<file path="config.mk">
export PLATFORM = sky130hd
export DESIGN_NAME = uart_tx_frame_flat
export DESIGN_NICKNAME = d
export VERILOG_FILES = /design/src/rtl/uart_pkg.sv /design/src/rtl/uart_tx_frame_if.sv /design/src/rtl/uart_baud_gen.sv /design/src/rtl/uart_tx_frame.sv /design/src/flat_wrapper.sv
export SDC_FILE = /design/constraint.sdc
export NUM_CORES = 1
export LEC_CHECK = 0
export ABC_AREA = 1
export BUFFER_PORTS_ARGS = -buffer_cell sky130_fd_sc_hd__buf_2
export CORE_UTILIZATION = 55
export DETAILED_ROUTE_END_ITERATION = 8
export PLACE_DENSITY = 0.75
export SYNTH_ARGS = -nofsm -noshare
export SYNTH_HDL_FRONTEND = slang
export SYNTH_SLANG_ARGS = --single-unit
</file>
<file path="constraint.sdc">
create_clock -name clk -period 1.64 [get_ports clk]
set_clock_uncertainty 0.05 [all_clocks]
set_input_delay 0.246 -clock clk [delete_from_list [all_inputs] [get_ports clk]]
set_output_delay 0.246 -clock clk [all_outputs]
set_load 0.005 [all_outputs]
</file>
<file path="src/rtl/uart_pkg.sv">
// Shared definitions for the UART blocks: parity encodings, FSM state
// type and the frame-length helper used by both the transmitter and
// the future receiver.
package uart_pkg;

    localparam logic [1:0] PAR_NONE = 2'd0;
    localparam logic [1:0] PAR_ODD  = 2'd1;
    localparam logic [1:0] PAR_EVEN = 2'd2;

    typedef enum logic [2:0] {
        ST_IDLE   = 3'd0,
        ST_START  = 3'd1,
        ST_DATA   = 3'd2,
        ST_PARITY = 3'd3,
        ST_STOP   = 3'd4
    } tx_state_e;

    // Illegal parity selection (3 or anything unknown) falls back to none.
    function automatic logic [1:0] par_mode(input int p);
        logic [1:0] m;
        case (p)
            1:       m = PAR_ODD;
            2:       m = PAR_EVEN;
            default: m = PAR_NONE;
        endcase
        return m;
    endfunction

    // Only 2 selects two stop bits; every other value means one.
    function automatic int unsigned stop_count(input int s);
        int unsigned n;
        case (s)
            2:       n = 32'd2;
            default: n = 32'd1;
        endcase
        return n;
    endfunction

    // Frame length in clk cycles: start + data + optional parity + stops.
    function automatic int unsigned frame_cycles(input int unsigned cpb,
                                                 input int unsigned data_bits,
                                                 input int unsigned par_on,
                                                 input int unsigned stop_bits);
        return (32'd1 + data_bits + par_on + stop_bits) * cpb;
    endfunction

endpackage

</file>
<file path="src/rtl/uart_tx_frame_if.sv">
// Producer-to-transmitter character handshake.
//   tx_valid : producer has a character on tx_data
//   tx_data  : character, bit 0 transmitted first
//   tx_ready : transmitter accepts the character this cycle
interface uart_tx_frame_if #(
    parameter int DATA_BITS = 8
);
    logic                 tx_valid;
    logic [DATA_BITS-1:0] tx_data;
    logic                 tx_ready;

    modport master (output tx_valid, output tx_data, input tx_ready);
    modport slave  (input tx_valid, input tx_data, output tx_ready);
endinterface

</file>
<file path="src/rtl/uart_baud_gen.sv">
// Baud counter with end-of-bit strobe.
//   clk, rst_n : clock, asynchronous active-low reset
//   en_i       : count while high, held at 0 while low
//   cnt_o      : current position inside the bit, 0..CLKS_PER_BIT-1
//   tick_o     : high on the terminal count (last cycle of a bit)
module uart_baud_gen #(
    parameter int CLKS_PER_BIT = 434,
    localparam int CNT_W = $clog2(CLKS_PER_BIT)
) (
    input  logic             clk,
    input  logic             rst_n,
    input  logic             en_i,
    output logic [CNT_W-1:0] cnt_o,
    output logic             tick_o
);

    localparam logic [CNT_W-1:0] CNT_LAST = CNT_W'(CLKS_PER_BIT - 1);

    logic [CNT_W-1:0] cnt_q;

    // Bit-time counter: wraps on the terminal count, parked at 0 when disabled.
    always_ff @(posedge clk or negedge rst_n) begin
        if (!rst_n) begin
            cnt_q <= '0;
        end else if (!en_i) begin
            cnt_q <= '0;
        end else if (cnt_q == CNT_LAST) begin
            cnt_q <= '0;
        end else begin
            cnt_q <= cnt_q + {{(CNT_W-1){1'b0}}, 1'b1};
        end
    end

    assign cnt_o  = cnt_q;
    assign tick_o = en_i && (cnt_q == CNT_LAST);

endmodule

</file>
<file path="src/rtl/uart_tx_frame.sv">
// Parametrised UART transmitter: one character per handshake, LSB first,
// optional parity, one or two stop bits, gap-free back-to-back frames.
//   clk, rst_n : clock, asynchronous active-low reset
//   bus        : slave side of the character handshake
//   tx         : serial line, idle high, registered
//   busy       : a frame is in progress
//   done       : one-cycle pulse in the final cycle of the last stop bit
module uart_tx_frame
    import uart_pkg::*;
#(
    parameter int CLKS_PER_BIT = 434,
    parameter int DATA_BITS    = 8,
    parameter int PARITY       = 0,
    parameter int STOP_BITS    = 1
) (
    input  logic             clk,
    input  logic             rst_n,
    uart_tx_frame_if.slave   bus,
    output logic             tx,
    output logic             busy,
    output logic             done
);

    localparam logic [1:0]  PAR_MODE = par_mode(PARITY);
    localparam int unsigned STOP_N   = stop_count(STOP_BITS);
    localparam int          CNT_W    = $clog2(CLKS_PER_BIT);
    localparam int          BIT_W    = $clog2(DATA_BITS + 1);

    localparam logic [BIT_W-1:0] DATA_LAST = BIT_W'(DATA_BITS - 1);
    localparam logic [BIT_W-1:0] STOP_LAST = BIT_W'(STOP_N - 1);
    localparam logic [BIT_W-1:0] BIT_ONE   = BIT_W'(1);
    // Count one cycle before the terminal count: outputs registered there
    // become valid exactly in the final cycle of the bit.
    localparam logic [CNT_W-1:0] CNT_PRE   = CNT_W'(CLKS_PER_BIT - 2);

    // XOR is invariant under rotation, so the rotating shift register can be
    // used at any point of the frame as the latched copy of the character.
    function automatic logic parity_bit(input logic [DATA_BITS-1:0] d);
        logic p;
        if (PAR_MODE == PAR_ODD) begin
            p = ~(^d);
        end else begin
            p = ^d;
        end
        return p;
    endfunction

    tx_state_e            state_q;
    logic [DATA_BITS-1:0] shift_q;
    logic [BIT_W-1:0]     bit_q;
    logic                 tx_q;
    logic                 busy_q;
    logic                 done_q;
    logic                 tx_ready_q;

    logic [CNT_W-1:0]     cnt_s;
    logic                 tick_s;
    logic                 baud_en_s;
    logic                 hs_s;
    logic                 last_stop_s;
    logic                 pre_final_s;
    logic                 next_idle_s;

    uart_baud_gen #(
        .CLKS_PER_BIT (CLKS_PER_BIT)
    ) u_baud (
        .clk    (clk),
        .rst_n  (rst_n),
        .en_i   (baud_en_s),
        .cnt_o  (cnt_s),
        .tick_o (tick_s)
    );

    // Handshake and end-of-frame decode feeding the registered outputs.
    always_comb begin
        baud_en_s   = (state_q != ST_IDLE);
        hs_s        = bus.tx_valid && tx_ready_q;
        last_stop_s = (state_q == ST_STOP) && (bit_q == STOP_LAST);
        pre_final_s = last_stop_s && (cnt_s == CNT_PRE);
        next_idle_s = ((state_q == ST_IDLE) || (last_stop_s && tick_s)) && !hs_s;
    end

    // Frame FSM with shift register, bit index and registered outputs.
    always_ff @(posedge clk or negedge rst_n) begin
        if (!rst_n) begin
            state_q    <= ST_IDLE;
            shift_q    <= '0;
            bit_q      <= '0;
            tx_q       <= 1'b1;
            busy_q     <= 1'b0;
            done_q     <= 1'b0;
            tx_ready_q <= 1'b1;
        end else begin
            done_q     <= pre_final_s;
            tx_ready_q <= pre_final_s || next_idle_s;
            busy_q     <= !next_idle_s;

            case (state_q)
                ST_IDLE: begin
                    if (hs_s) begin
                        shift_q <= bus.tx_data;
                        bit_q   <= '0;
                        tx_q    <= 1'b0;
                        state_q <= ST_START;
                    end else begin
                        tx_q    <= 1'b1;
                    end
                end
                ST_START: begin
                    if (tick_s) begin
                        bit_q   <= '0;
                        tx_q    <= shift_q[0];
                        state_q <= ST_DATA;
                    end else begin
                        tx_q    <= 1'b0;
                    end
                end
                ST_DATA: begin
                    if (tick_s) begin
                        // Rotate so the register holds the original character again.
                        shift_q <= {shift_q[0], shift_q[DATA_BITS-1:1]};
                        if (bit_q == DATA_LAST) begin
                            bit_q <= '0;
                            if (PAR_MODE != PAR_NONE) begin
                                tx_q    <= parity_bit(shift_q);
                                state_q <= ST_PARITY;
                            end else begin
                                tx_q    <= 1'b1;
                                state_q <= ST_STOP;
                            end
                        end else begin
                            bit_q <= bit_q + BIT_ONE;
                            tx_q  <= shift_q[1];
                        end
                    end else begin
                        tx_q <= tx_q;
                    end
                end
                ST_PARITY: begin
                    if (tick_s) begin
                        bit_q   <= '0;
                        tx_q    <= 1'b1;
                        state_q <= ST_STOP;
                    end else begin
                        tx_q    <= tx_q;
                    end
                end
                ST_STOP: begin
                    if (tick_s) begin
                        if (bit_q != STOP_LAST) begin
                            bit_q <= bit_q + BIT_ONE;
                            tx_q  <= 1'b1;
                        end else if (hs_s) begin
                            // Back-to-back: next start bit follows without an idle cycle.
                            shift_q <= bus.tx_data;
                            bit_q   <= '0;
                            tx_q    <= 1'b0;
                            state_q <= ST_START;
                        end else begin
                            bit_q   <= '0;
                            tx_q    <= 1'b1;
                            state_q <= ST_IDLE;
                        end
                    end else begin
                        tx_q <= 1'b1;
                    end
                end
                default: begin
                    bit_q   <= '0;
                    tx_q    <= 1'b1;
                    state_q <= ST_IDLE;
                end
            endcase
        end
    end

    assign bus.tx_ready = tx_ready_q;
    assign tx           = tx_q;
    assign busy         = busy_q;
    assign done         = done_q;

endmodule

</file>
<file path="src/flat_wrapper.sv">
// flat-port wrapper written by rule: the top's interface ports become plain ports
module uart_tx_frame_flat import uart_pkg::*;
#(
    parameter int CLKS_PER_BIT = 434,
    parameter int DATA_BITS    = 8,
    parameter int PARITY       = 0,
    parameter int STOP_BITS    = 1
)
  (clk, rst_n, tx, busy, done, bus_tx_valid, bus_tx_data, bus_tx_ready);
  uart_tx_frame_if #(.DATA_BITS(DATA_BITS)) bus_i ();
  input  logic clk;
  input  logic rst_n;
  output logic tx;
  output logic busy;
  output logic done;
  input wire logic [$bits(bus_i.tx_valid)-1:0] bus_tx_valid;
  input wire logic [$bits(bus_i.tx_data)-1:0] bus_tx_data;
  output wire logic [$bits(bus_i.tx_ready)-1:0] bus_tx_ready;
  assign bus_i.tx_valid = bus_tx_valid;
  assign bus_i.tx_data = bus_tx_data;
  assign bus_tx_ready = bus_i.tx_ready;
  uart_tx_frame #(.CLKS_PER_BIT(CLKS_PER_BIT), .DATA_BITS(DATA_BITS), .PARITY(PARITY), .STOP_BITS(STOP_BITS)) u_core (.clk(clk), .rst_n(rst_n), .bus(bus_i), .tx(tx), .busy(busy), .done(done));
endmodule
</file>
# Word-level counts from Yosys, hierarchy flattened
# Index checks and enable logic that the tools add are counted.
# word_totals
output_inout_bits	4
elab_cells	76
input_bits	11
register_bits	28
# op_classes
n_mux	31
eq_ne	15
addsub	2
n_reduce_logical	20
# ops
cell	count
$mux 8	4
$mux 4	6
$pmux 8 s3	1
$mux 3	7
$eq 9x9->1 const B	2
$mux 9	2
$pmux 4 s4	1
$pmux 3 s5	1
$ne 2x1->1 const B	7
$add 9x1->9 const B	1
$mux 1	8
$reduce_and 4->1	2
$reduce_and 7->1	1
$eq 3x2->1 const B	2
$logic_and 1x1->1	6
$reduce_bool 3->1	2
$pmux 1 s5	1
$add 4x1->4 const B	1
$eq 4x3->1 const B	1
$logic_not 4->1	1
$reduce_bool 4->1	1
$eq 3x1->1 const B	1
$eq 3x3->1 const B	1
$logic_not 3->1	1
other kinds (5)	7

# Depth between registers and ports, before layout
# Gate-level depths: netlist (run 1).
# logic_depth
word_depth	6
ltp_mapped	10
depth_no_buf	10

# By module
# From an unflattened synthesis (run 1), not the netlist that was laid out.
# hier_totals
cells_unflattened	205
area_unflattened_um2	1624.1
# modules_own_cells
module	instances	seq_area_each_um2	area_each_um2	cells_each
uart_tx_frame	1	478.0	1117.3	144
uart_baud_gen	1	225.2	506.7	61

# Worst setup path after synthesis (run 1)
# No wires, ideal clock.
# synth_path
path_type	reg-to-reg
from	register u_core.u_baud.cnt_q[1], in the netlist u_core.u_baud.cnt_o[1]
to	register u_core.shift_q[0]
period_less_slack_ns	1.502
n_path_buf	0
required_time_ns	1.474
arrival_ns	1.336
setup_time_ns	0.116
slack_ns	0.138
stages_incl_launch_ff	10
cell_sequence	dfrtp_1 inv_1 ha_1 nand2_1 nor2_1 nand2_2 a21boi_4 nand2_4 nand2_1 nand2_1
# synth_via
elab_chain_cells	4
elab_cells_between_ends	5
cone_classes	eq/ne: 3; reduce/logical: 2
# synth_lines
element	line_no	text
start, declared	uart_baud_gen.sv:19	logic [CNT_W-1:0] cnt_q;
start signal, assigned	uart_baud_gen.sv:30	cnt_q <= cnt_q + {{(CNT_W-1){1'b0}}, 1'b1};
$eq 9x9->1 (*)	uart_baud_gen.sv:35	assign tick_o = en_i && (cnt_q == CNT_LAST);
$logic_and 1x1->1 (*)	uart_baud_gen.sv:35	
$ne 2x1->1 (no source line)	-	
$reduce_and 4->1 (no source line) (*)	-	
end signal, assigned	uart_tx_frame.sv:101	shift_q <= bus.tx_data;
end signal, assigned	uart_tx_frame.sv:121	shift_q <= {shift_q[0], shift_q[DATA_BITS-1:1]};
end signal, assigned	uart_tx_frame.sv:155	shift_q <= bus.tx_data;
end, declared	uart_tx_frame.sv:49	logic [DATA_BITS-1:0] shift_q;
# Mark *: on every way between the ends. The rest lies on a longest branch, timed or not.
# A chain may end at the register's enable or synchronous reset.

# Final worst setup path (run 1)
# layout_path
from	register u_core.u_baud.cnt_q[1], in the netlist u_core.u_baud.cnt_o[1]
to	register u_core.shift_q[7]
# The elaborated chain is that of the path after synthesis.

==> flow_metrics.py, run 1 <==
metrics = {
    "place": {
        "place.gp.congestion": 0.794,
        "post-dp-hpwl_mm": 2.37,
        "io_buffers": 14,
        "dpl_worst_slack_ns": 0.0383,
    },
    "synthesis": {
        "avgSynthCellArea_sq_um": 7.22,
        "ys_seq_area_frac": 0.431,
        "synth_area_leaders": "dfrtp_1 40%, nand2_1 19%, nand3_1 6.4%, nor2_1 6.0%, inv_1 5.5%",
        "yosysMostFrequentCell": "nand2_1",
        "syn_nets": 242,
        "ys_top_cells_by_count": "81 x nand2_1, 26 x dfrtp_1, 26 x nor2_1",
        "synth_area_sq_um": 1630,
        "synth_cell_type_count": 24,
        "ys.flop_type": "dfrtp_1",
        "synth_top_area_share": 0.398,
        "synth_warnings": 0,
        "synthArstFlopShare": 1.00,
        "yosys.area.top_type": "dfrtp_1",
        "ys_seq_elements": 28,
        "synth_edf_count": 0,
        "synth_cells": 226,
    },
    "power": {
        "seqPwrFrac": 0.532,
        "power_leakage_nw": 1.07,
        "swShare": 0.350,
        "p_switching_w": 0.000668,
        "power.share.clock": 0.175,
        "combPwrFrac": 0.293,
        "power_w": 0.00191,
        "p_int_w": 0.00124,
        "p_per_area_nw_per_um2": 1010,
        "peakVddDrop_v": 0.000776,
    },
    "clock_network": {
        "cts_buffers": 3,
        "cts.sinks": 28,
        "cts-root-buf": "clkbuf_4",
        "h-tree-depth": 1,
        "cts_tree": "built",
        "cts_buffer_depth": 2,
        "path_clk_slew_ns": 0.14,
        "clock_latency_ns": 0.32,
    },
    "floorplanning": {
        "ios": 15,
        "die-area_sq_um": 3190,
        "die_x_um": 56.5,
        "rows": 19,
        "die_y_um": 56.5,
        "core_area_sq_um": 2780,
        "initial_core_util": 0.587,
    },
    "timing": {
        "period_needed_ns": 1.54,
        "finalCritPeriodShare": 0.940,
        "layout_setup_ws_ns": 0.0979,
        "setup_viol": 0,
        "fin_tns_setup_ns": 0,
        "max-slew-margin-rel": 0.575,
        "fmax_mhz": 648,
        "final-max-slew-violation-count": 0,
        "hold_viol": 0,
        "tightest_slew_ns": 0.638,
    },
    "grt": {
        "grt_pass1_vias": 1227,
        "grt_use_total": 0.211,
        "antenna_found_initial": 0,
        "grt_overflow_total": 0,
        "grt_start_max_net_pins": 29,
        "grt_pass1_wl_mm": 5.23,
    },
    "route": {
        "dr_total_vias": 1448,
        "drtAntennaViolNets": 0,
        "viasPerCell": 5.10,
        "drt_pass1_iterations": 4,
        "wl_per_cell_um": 11.3,
        "drt_wl_total_mm": 3.20,
        "route.detailed.drc": 0,
        "drtIter0Drc": 70,
    },
    "worst_setup_path": {
        "cp.arrival_ns": 1.77,
        "worstSetupPathType": "flop to flop",
        "cp-start-kind": "flop",
        "critPathCaptureType": "flop",
        "cp.required_ns": 1.87,
        "cp_max_fo": 6,
    },
    "layout": {
        "drive_above_1_share": 0.182,
        "final_util": 0.678,
        "diodes": 0,
        "fillers": 241,
        "syn_to_final_growth_pct": 15.6,
        "fin_nets": 270,
    },
    "job": {
        "maxCapViolCount": 0,
    },
    "status": {
        "run_status": "completed",
    },
    "hold_path": {
        "hold_path_class": "input pin to flop",
    },
}
cell type report:
cell class | instances | area [sq um] | share of cell area
Multi-Input combinational cell | 170 | 840 | 0.445
Inverter | 26 | 97.6 | 0.0517
Clock buffer | 4 | 36.3 | 0.0192
Sequential cell | 28 | 703 | 0.373
Tap cell | 31 | 38.8 | 0.0206
Timing Repair Buffer | 25 | 171 | 0.0908
layout by cell type (no fill, tap or decap):
cell type,netlist,routed
o211ai_1,1,1
nor2_1,26,23
dfstp_2,2,2
nand2_1,81,79
nor3_1,4,4
nand4_1,5,5
a21oi_1,5,5
inv_1,24,24
dfrtp_1,26,26
inv_2,2,2
dlygate4sd3_1,0,1
buf_4,2,8
clkbuf_8,0,1
o21ai_0,6,6
clkbuf_4,0,3
a21boi_4,1,1
o21ai_1,4,4
buf_2,0,14
nor2_4,2,3
nor4_1,1,1
nand2_2,2,3
buf_6,0,1
nor2_2,1,3
nand2_4,2,3
ha_1,5,5
buf_12,0,1
nand3_2,1,1
nand3_1,21,21
xnor2_1,1,1
a31oi_1,1,1
through the flow:
step           cell area, sq um  hold slack (ns)  cells
4_1_cts                    1850            0.184    283
2_1_floorplan              1630          -0.0996    226
6_report                   1890            0.187    284
3_3_place_gp               1810            0.247    278
3_5_place_dp               1810            0.253    278
5_1_grt                    1890            0.219    284
critical path, cell delays in order (launching register included):
cell      delay, ns
dfrtp_1        0.41
inv_1          0.08
ha_1           0.14
nand2_1        0.10
nor2_4         0.13
nand2_4        0.09
a21boi_4       0.22
buf_4          0.15
nand3_1        0.06
nand2_1        0.07
final timing paths:
check                               endpoint              startpoint  slack [ns]  depth (start not counted)
max reg2reg                u_core.shift_q[7]  u_core.u_baud.cnt_o[1]         0.1                          9
max in group asynchronous  u_core.shift_q[5]                   rst_n        0.73                          2
min reg2reg                u_core.shift_q[0]       u_core.shift_q[0]        0.44                          2
max                        u_core.shift_q[7]  u_core.u_baud.cnt_o[1]         0.1                          9
min                        u_core.shift_q[1]          bus_tx_data[1]        0.19                          5
min in group asynchronous    u_core.bit_q[1]                   rst_n        0.40                          2
registers in the layout (all words and copies together) (netlist names):
name	count
u_core.u_baud.cnt_o	9
u_core.busy	1
u_core.bit_q	4
u_core.tx	1
u_core.done	1
u_core.bus.tx_ready	1
u_core.shift_q	8
u_core.state_q	3
logic make-up after synthesis:
family,after synthesis,synth area share
AOI/OAI and AO/OA,18,0.0659
and+or+nand+nor,146,0.391
adders and majority gates,5,0.0383
xor gates and xnor gates,1,0.00536
DFF,28,0.431
buffers and inverters,28,0.0690
power by group through the flow:
| stage | clock network [W] | logic [W] | registers, W |
|---|---|---|---|
| after floorplan | 0 | 0.000390 | 0.00100 |
| after global placement | 0 | 0.000518 | 0.00103 |
| after detailed placement | 0 | 0.000525 | 0.00102 |
| after CTS | 0.000342 | 0.000526 | 0.00101 |
| after global routing | 0.000355 | 0.000645 | 0.00103 |
| final | 0.000333 | 0.000559 | 0.00101 |
layer usage:
| metal | GRT usage | up-vias | share of wire |
|---|---|---|---|
| li1 | - | 770 | - |
| met1 | 0.325 | 641 | 0.53 |
| met2 | 0.299 | 33 | 0.42 |
| met3 | 0.0207 | 4 | 0.036 |
| met4 | 0.0941 | 0 | 0.015 |
| met5 | 0 | - | 0 |
repair_timing:
| item | in CTS | in global routing |
|---|---|---|
| hold buffers | 1 | 0 |
| endpoints found under the hold margin | 26 | 0 |
| setup buffers | 0 | 1 |
| setup endpoints to repair | 0 | 20 |
| resized for setup | 0 | 8 |
Note: power is estimated with default switching activity, not from simulation.
==> inputs of run 2 (changes only) <==
--- a/config.mk
+++ b/config.mk
@@ -10,6 +10,7 @@
 export CORE_UTILIZATION = 55
 export DETAILED_ROUTE_END_ITERATION = 8
 export PLACE_DENSITY = 0.75
+export RECOVER_POWER = 100
 export SYNTH_ARGS = -nofsm -noshare
 export SYNTH_HDL_FRONTEND = slang
 export SYNTH_SLANG_ARGS = --single-unit
==> flow_metrics.py, run 2 (synthesis results as in run 1) <==
metrics = {
    "worst_setup_path": {
        "worstSetupPathType": "flop to flop",
        "critical_path.slowest_cell": "dfrtp_1",
        "critPathCaptureType": "flop",
        "worst_setup_path_startpoint": "u_core.u_baud.cnt_o[1]",
        "cp.depth": 9,
        "r2r_slack_ns": 0.1,
        "r2r_cells": 9,
        "max_stage_delay_ns": 0.41,
        "cp.arrival_ns": 1.77,
        "critPathBufInv": 2,
        "critical_path.endpoint": "u_core.shift_q[7]",
        "crit_family": "simple AND/OR/NAND/NOR gates",
        "reg2reg_from": "u_core.u_baud.cnt_o[1]",
        "cp.required_ns": 1.87,
        "crit_top_cell": "nand2_1",
        "cp_max_fo": 6,
        "cp_cell_sequence": "inv_1 -> ha_1 -> nand2_1 -> nor2_4 -> nand2_4 -> a21boi_4 -> buf_4 -> nand3_1 -> nand2_1",
        "r2r_end": "u_core.shift_q[7]",
        "cp-start-kind": "flop",
    },
    "clock_network": {
        "clock_latency_ns": 0.32,
        "cts_tree": "built",
        "path_clk_slew_ns": 0.14,
        "cts.sinks": 28,
        "h-tree-depth": 1,
        "cts_buffer_depth": 2,
        "cts_buffers": 3,
        "cts-root-buf": "clkbuf_4",
    },
    "floorplanning": {
        "die_y_um": 56.5,
        "core_area_sq_um": 2780,
        "initial_core_util": 0.587,
        "rows": 19,
        "ios": 15,
        "die-area_sq_um": 3190,
        "die_x_um": 56.5,
    },
    "grt": {
        "top_usage_layer": "met1",
        "grt_start_max_net_pins": 29,
        "grtUsageMet2": 0.299,
        "use_met3": 0.0207,
        "antenna_found_initial": 0,
        "grt_pass1_wl_mm": 5.23,
        "grt_use_total": 0.211,
        "grt_overflow_total": 0,
        "grt_pass1_vias": 1227,
        "grt_use_met1": 0.325,
    },
    "layout": {
        "final_common_cell": "nand2_1",
        "drive_above_1_share": 0.182,
        "diodes": 0,
        "final_cell_mix": "79 x nand2_1, 26 x dfrtp_1, 24 x inv_1",
        "multi_input_area_sq_um": 840,
        "final_util": 0.678,
        "largest_reg_flops": 9,
        "fillers": 241,
        "seq_area_sq_um": 703,
        "fin_nets": 270,
        "syn_to_final_growth_pct": 15.6,
    },
    "power": {
        "peakVddDrop_v": 0.000776,
        "p_per_area_nw_per_um2": 1010,
        "power_leakage_nw": 1.07,
    },
    "status": {
        "run_status": "completed",
    },
    "route": {
        "drtIter0Drc": 71,
        "wl_per_cell_um": 11.3,
        "viasPerCell": 5.10,
        "dr_total_vias": 1448,
        "route.detailed.drc": 0,
        "drtAntennaViolNets": 0,
        "drt_pass1_iterations": 4,
        "drt_wl_total_mm": 3.20,
    },
    "timing": {
        "period_needed_ns": 1.54,
        "max-slew-margin-rel": 0.527,
        "final-max-slew-violation-count": 0,
        "hold_viol": 0,
        "tightest_slew_ns": 0.709,
        "fin_tns_setup_ns": 0,
        "finalCritPeriodShare": 0.940,
        "fmax_mhz": 648,
        "setup_viol": 0,
    },
    "job": {
        "maxCapViolCount": 0,
    },
    "place": {
        "post-dp-hpwl_mm": 2.37,
        "io_buffers": 14,
        "place.gp.congestion": 0.794,
    },
    "hold_path": {
        "hold_path_class": "input pin to flop",
    },
}
run 2: cell types whose count changed in the layout (fill, tap and decap cells not counted):
cell,before,now
clkbuf_2,0,1
buf_2,14,13
run 2: tightest hold or removal path, cell delays in order:
cell and delay, ns:
buf_2 0.07, nand2_1 0.04, nand2_1 0.05, nand3_1 0.07
nand2_1 0.06
run 2: what timing repair did:
action / CTS / global route
gates resized for setup: 0 / 8
hold buffers: 1 / 0
buffers inserted: 0 / 1
hold endpoints to repair: 26 / 0
endpoints found under the setup margin: 0 / 20
run 2: worst min-delay path by stage:
stage                               from                     end  slack (ns)  depth (start not counted)
after detailed placement           rst_n  u_core.u_baud.cnt_o[2]        0.25                          1
final                     bus_tx_data[1]       u_core.shift_q[1]        0.19                          5
after CTS                 bus_tx_data[1]       u_core.shift_q[1]        0.18                          5
after global routing      bus_tx_data[5]       u_core.shift_q[5]        0.22                          5
after global placement             rst_n  u_core.u_baud.cnt_o[2]        0.25                          1
after floorplan                    rst_n         u_core.bit_q[0]        -0.1                          0
run 2: per-layer routing:
| metal | part of all wire | vias up |
|---|---|---|
| met1 | 0.53 | 641 |
| met4 | 0.015 | 0 |
| met3 | 0.036 | 4 |
| met5 | 0 | - |
| met2 | 0.42 | 33 |
| li1 | - | 770 |
run 2: area by class of cell:
cell class | count | share of cell area
Sequential cell | 28 | 0.373
Clock buffer | 4 | 0.0192
Tap cell | 31 | 0.0206
Multi-Input combinational cell | 170 | 0.445
Timing Repair Buffer | 25 | 0.0908
Inverter | 26 | 0.0517
run 2: power breakdown:
part	switching [W]	total (W)	internal, W	leakage (nW)
Sequential	0.000136	0.00101	0.000879	0.357
Combinational	0.000335	0.000559	0.000224	0.689
Clock	0.000197	0.000333	0.000136	0.0210
run 2: metrics by stage:
step	power (W)	area [sq um]	std cells	hold WS (ns)	worst slack, ns
after floorplan	0.00139	1630	226	-0.0996	0.138
after global placement	0.00154	1810	278	0.247	0.0883
after detailed placement	0.00155	1810	278	0.253	0.0383
after CTS	0.00188	1850	283	0.184	0.0177
after global routing	0.00203	1890	284	0.219	-0.0193
final	0.00191	1890	284	0.187	0.0979
==> inputs of run 3 (changes only) <==
--- a/config.mk
+++ b/config.mk
@@ -7,10 +7,10 @@
 export LEC_CHECK = 0
 export ABC_AREA = 1
 export BUFFER_PORTS_ARGS = -buffer_cell sky130_fd_sc_hd__buf_2
-export CORE_UTILIZATION = 55
+export CORE_UTILIZATION = 40
 export DETAILED_ROUTE_END_ITERATION = 8
-export PLACE_DENSITY = 0.75
 export RECOVER_POWER = 100
+export REMOVE_ABC_BUFFERS = 1
 export SYNTH_ARGS = -nofsm -noshare
 export SYNTH_HDL_FRONTEND = slang
 export SYNTH_SLANG_ARGS = --single-unit
==> flow_metrics.py, run 3 (synthesis results as in run 1) <==
metrics = {
    "timing": {
        "max-slew-margin-rel": 0.543,
        "hold_ws_ns": 0.250,
        "finalCritPeriodShare": 0.935,
        "hold_viol": 0,
        "period_needed_ns": 1.53,
        "final-max-slew-violation-count": 0,
        "tightest_slew_ns": 0.686,
        "fmax_mhz": 652,
        "fin_tns_setup_ns": 0,
        "setup_viol": 0,
    },
    "clock_network": {
        "h-tree-depth": 1,
        "path_clk_slew_ns": 0.09,
        "clock_latency_ns": 0.27,
        "cts-root-buf": "clkbuf_8",
        "cts.sinks": 28,
        "cts_buffer_depth": 2,
        "cts_buffers": 3,
        "cts_tree": "built",
    },
    "power": {
        "p_per_area_nw_per_um2": 1040,
        "power_leakage_nw": 1.07,
        "power_w": 0.00204,
        "peakVddDrop_v": 0.000496,
    },
    "worst_setup_path": {
        "cp_cell_sequence": "inv_1 -> ha_2 -> nand2_1 -> nor2_4 -> nand3_2 -> nand2_2 -> buf_6 -> nand2_4 -> nand2_1 -> nand2_1",
        "worstSetupPathType": "flop to flop",
        "critPathBufInv": 2,
        "max_stage_delay_ns": 0.39,
        "crit_top_cell": "nand2_1",
        "cp.required_ns": 1.76,
        "crit_family": "simple AND/OR/NAND/NOR gates",
        "critical_path.slowest_cell": "dfrtp_1",
        "cp-start-kind": "flop",
        "cp.arrival_ns": 1.66,
        "cp_max_fo": 8,
        "critPathCaptureType": "flop",
    },
    "route": {
        "route.detailed.drc": 0,
        "viasPerCell": 4.80,
        "dr_total_vias": 1465,
        "m1WireLength_mm": 1.81,
        "drtIter0Drc": 99,
        "wl_per_cell_um": 11.6,
        "drtAntennaViolNets": 0,
        "dr.max_layer_used": "met4",
        "drt_pass1_iterations": 4,
        "wl_met2_mm": 1.59,
        "drt_wl_total_mm": 3.55,
        "wl_met3_um": 111,
    },
    "hold_path": {
        "hold_path_class": "input pin to flop",
    },
    "layout": {
        "fin_nets": 274,
        "largest_reg_flops": 9,
        "drive_above_1_share": 0.210,
        "final_util": 0.515,
        "final_common_cell": "nand2_1",
        "diodes": 0,
        "fillers": 385,
        "syn_to_final_growth_pct": 19.9,
        "fin_area_sq_um": 1960,
        "final_cell_mix": "76 x nand2_1, 26 x dfrtp_1, 23 x nor2_1",
    },
    "grt": {
        "grt_overflow_total": 0,
        "grt_use_total": 0.179,
        "grt_pass1_wl_mm": 5.91,
        "antenna_found_initial": 0,
        "grt_start_max_net_pins": 29,
        "grt_pass1_vias": 1271,
    },
    "job": {
        "maxCapViolCount": 0,
    },
    "place": {
        "io_buffers": 14,
        "post-dp-hpwl_mm": 2.56,
        "place.gp.congestion": 0.837,
        "post_dp_cell_area_sq_um": 1820,
    },
    "floorplanning": {
        "rows": 22,
        "die-area_sq_um": 4340,
        "core_area_sq_um": 3800,
        "ios": 15,
        "die_y_um": 65.9,
        "initial_core_util": 0.430,
        "die_x_um": 65.9,
    },
    "status": {
        "run_status": "completed",
    },
}
-- run 3: layout make-up --
type / count / area [sq um] / share of cell area
multi-input cells: 170 / 855 / 0.436
flip-flops and latches: 28 / 703 / 0.359
repair buffers: 29 / 188 / 0.0958
inverters: 26 / 97.6 / 0.0498
well taps: 48 / 60.1 / 0.0307
clock buffers: 4 / 55.1 / 0.0281
-- run 3: worst reg2reg max path, stage by stage, from the launching register on --
cell	delay [ns]
dfrtp_1	0.39
inv_1	0.09
ha_2	0.18
nand2_1	0.09
nor2_4	0.12
nand3_2	0.09
nand2_2	0.09
buf_6	0.12
nand2_4	0.08
nand2_1	0.08
nand2_1	0.04
-- run 3: repair_timing --
item / in CTS / in global routing
resized for setup: 0 / 18
setup buffers: 2 / 3
endpoints found under the setup margin: 8 / 21
endpoints found under the hold margin: 26 / 0
pin swaps: 0 / 4
hold buffers: 1 / 0
-- run 3: worst paths after layout --
kind	slack (ns)	start	endpoint	cells after the start
max in group asynchronous	0.62	rst_n	u_core.shift_q[4]	2
setup / recovery	0.11	u_core.bit_q[0]	u_core.shift_q[0]	10
hold / removal	0.25	bus_tx_data[5]	u_core.shift_q[5]	5
min in group asynchronous	0.49	rst_n	u_core.busy	2
setup reg to reg	0.11	u_core.bit_q[0]	u_core.shift_q[0]	10
hold reg to reg	0.43	u_core.shift_q[3]	u_core.shift_q[3]	2
-- run 3: metrics by stage --
step | worst slack [ns] | std cells
2_1_floorplan | 0.129 | 224
3_3_place_gp | 0.0748 | 295
3_5_place_dp | -0.0131 | 295
4_1_cts | 0.0245 | 302
5_1_grt | -0.0172 | 305
6_report | 0.106 | 305
-- run 3: power by group --
group | total [W] | internal, W | switching, W | leakage, nW
clock network | 0.000426 | 0.000215 | 0.000211 | 0.0288
logic | 0.000594 | 0.000247 | 0.000347 | 0.681
registers | 0.00102 | 0.000878 | 0.000145 | 0.357
total | 0.00204 | 0.00134 | 0.000703 | 1.07
-- run 3: layer usage --
layer | GRT usage | up-vias
li1 | - | 781
met1 | 0.255 | 663
met2 | 0.273 | 19
met3 | 0.0362 | 2
met4 | 0.0489 | 0
met5 | 0 | -
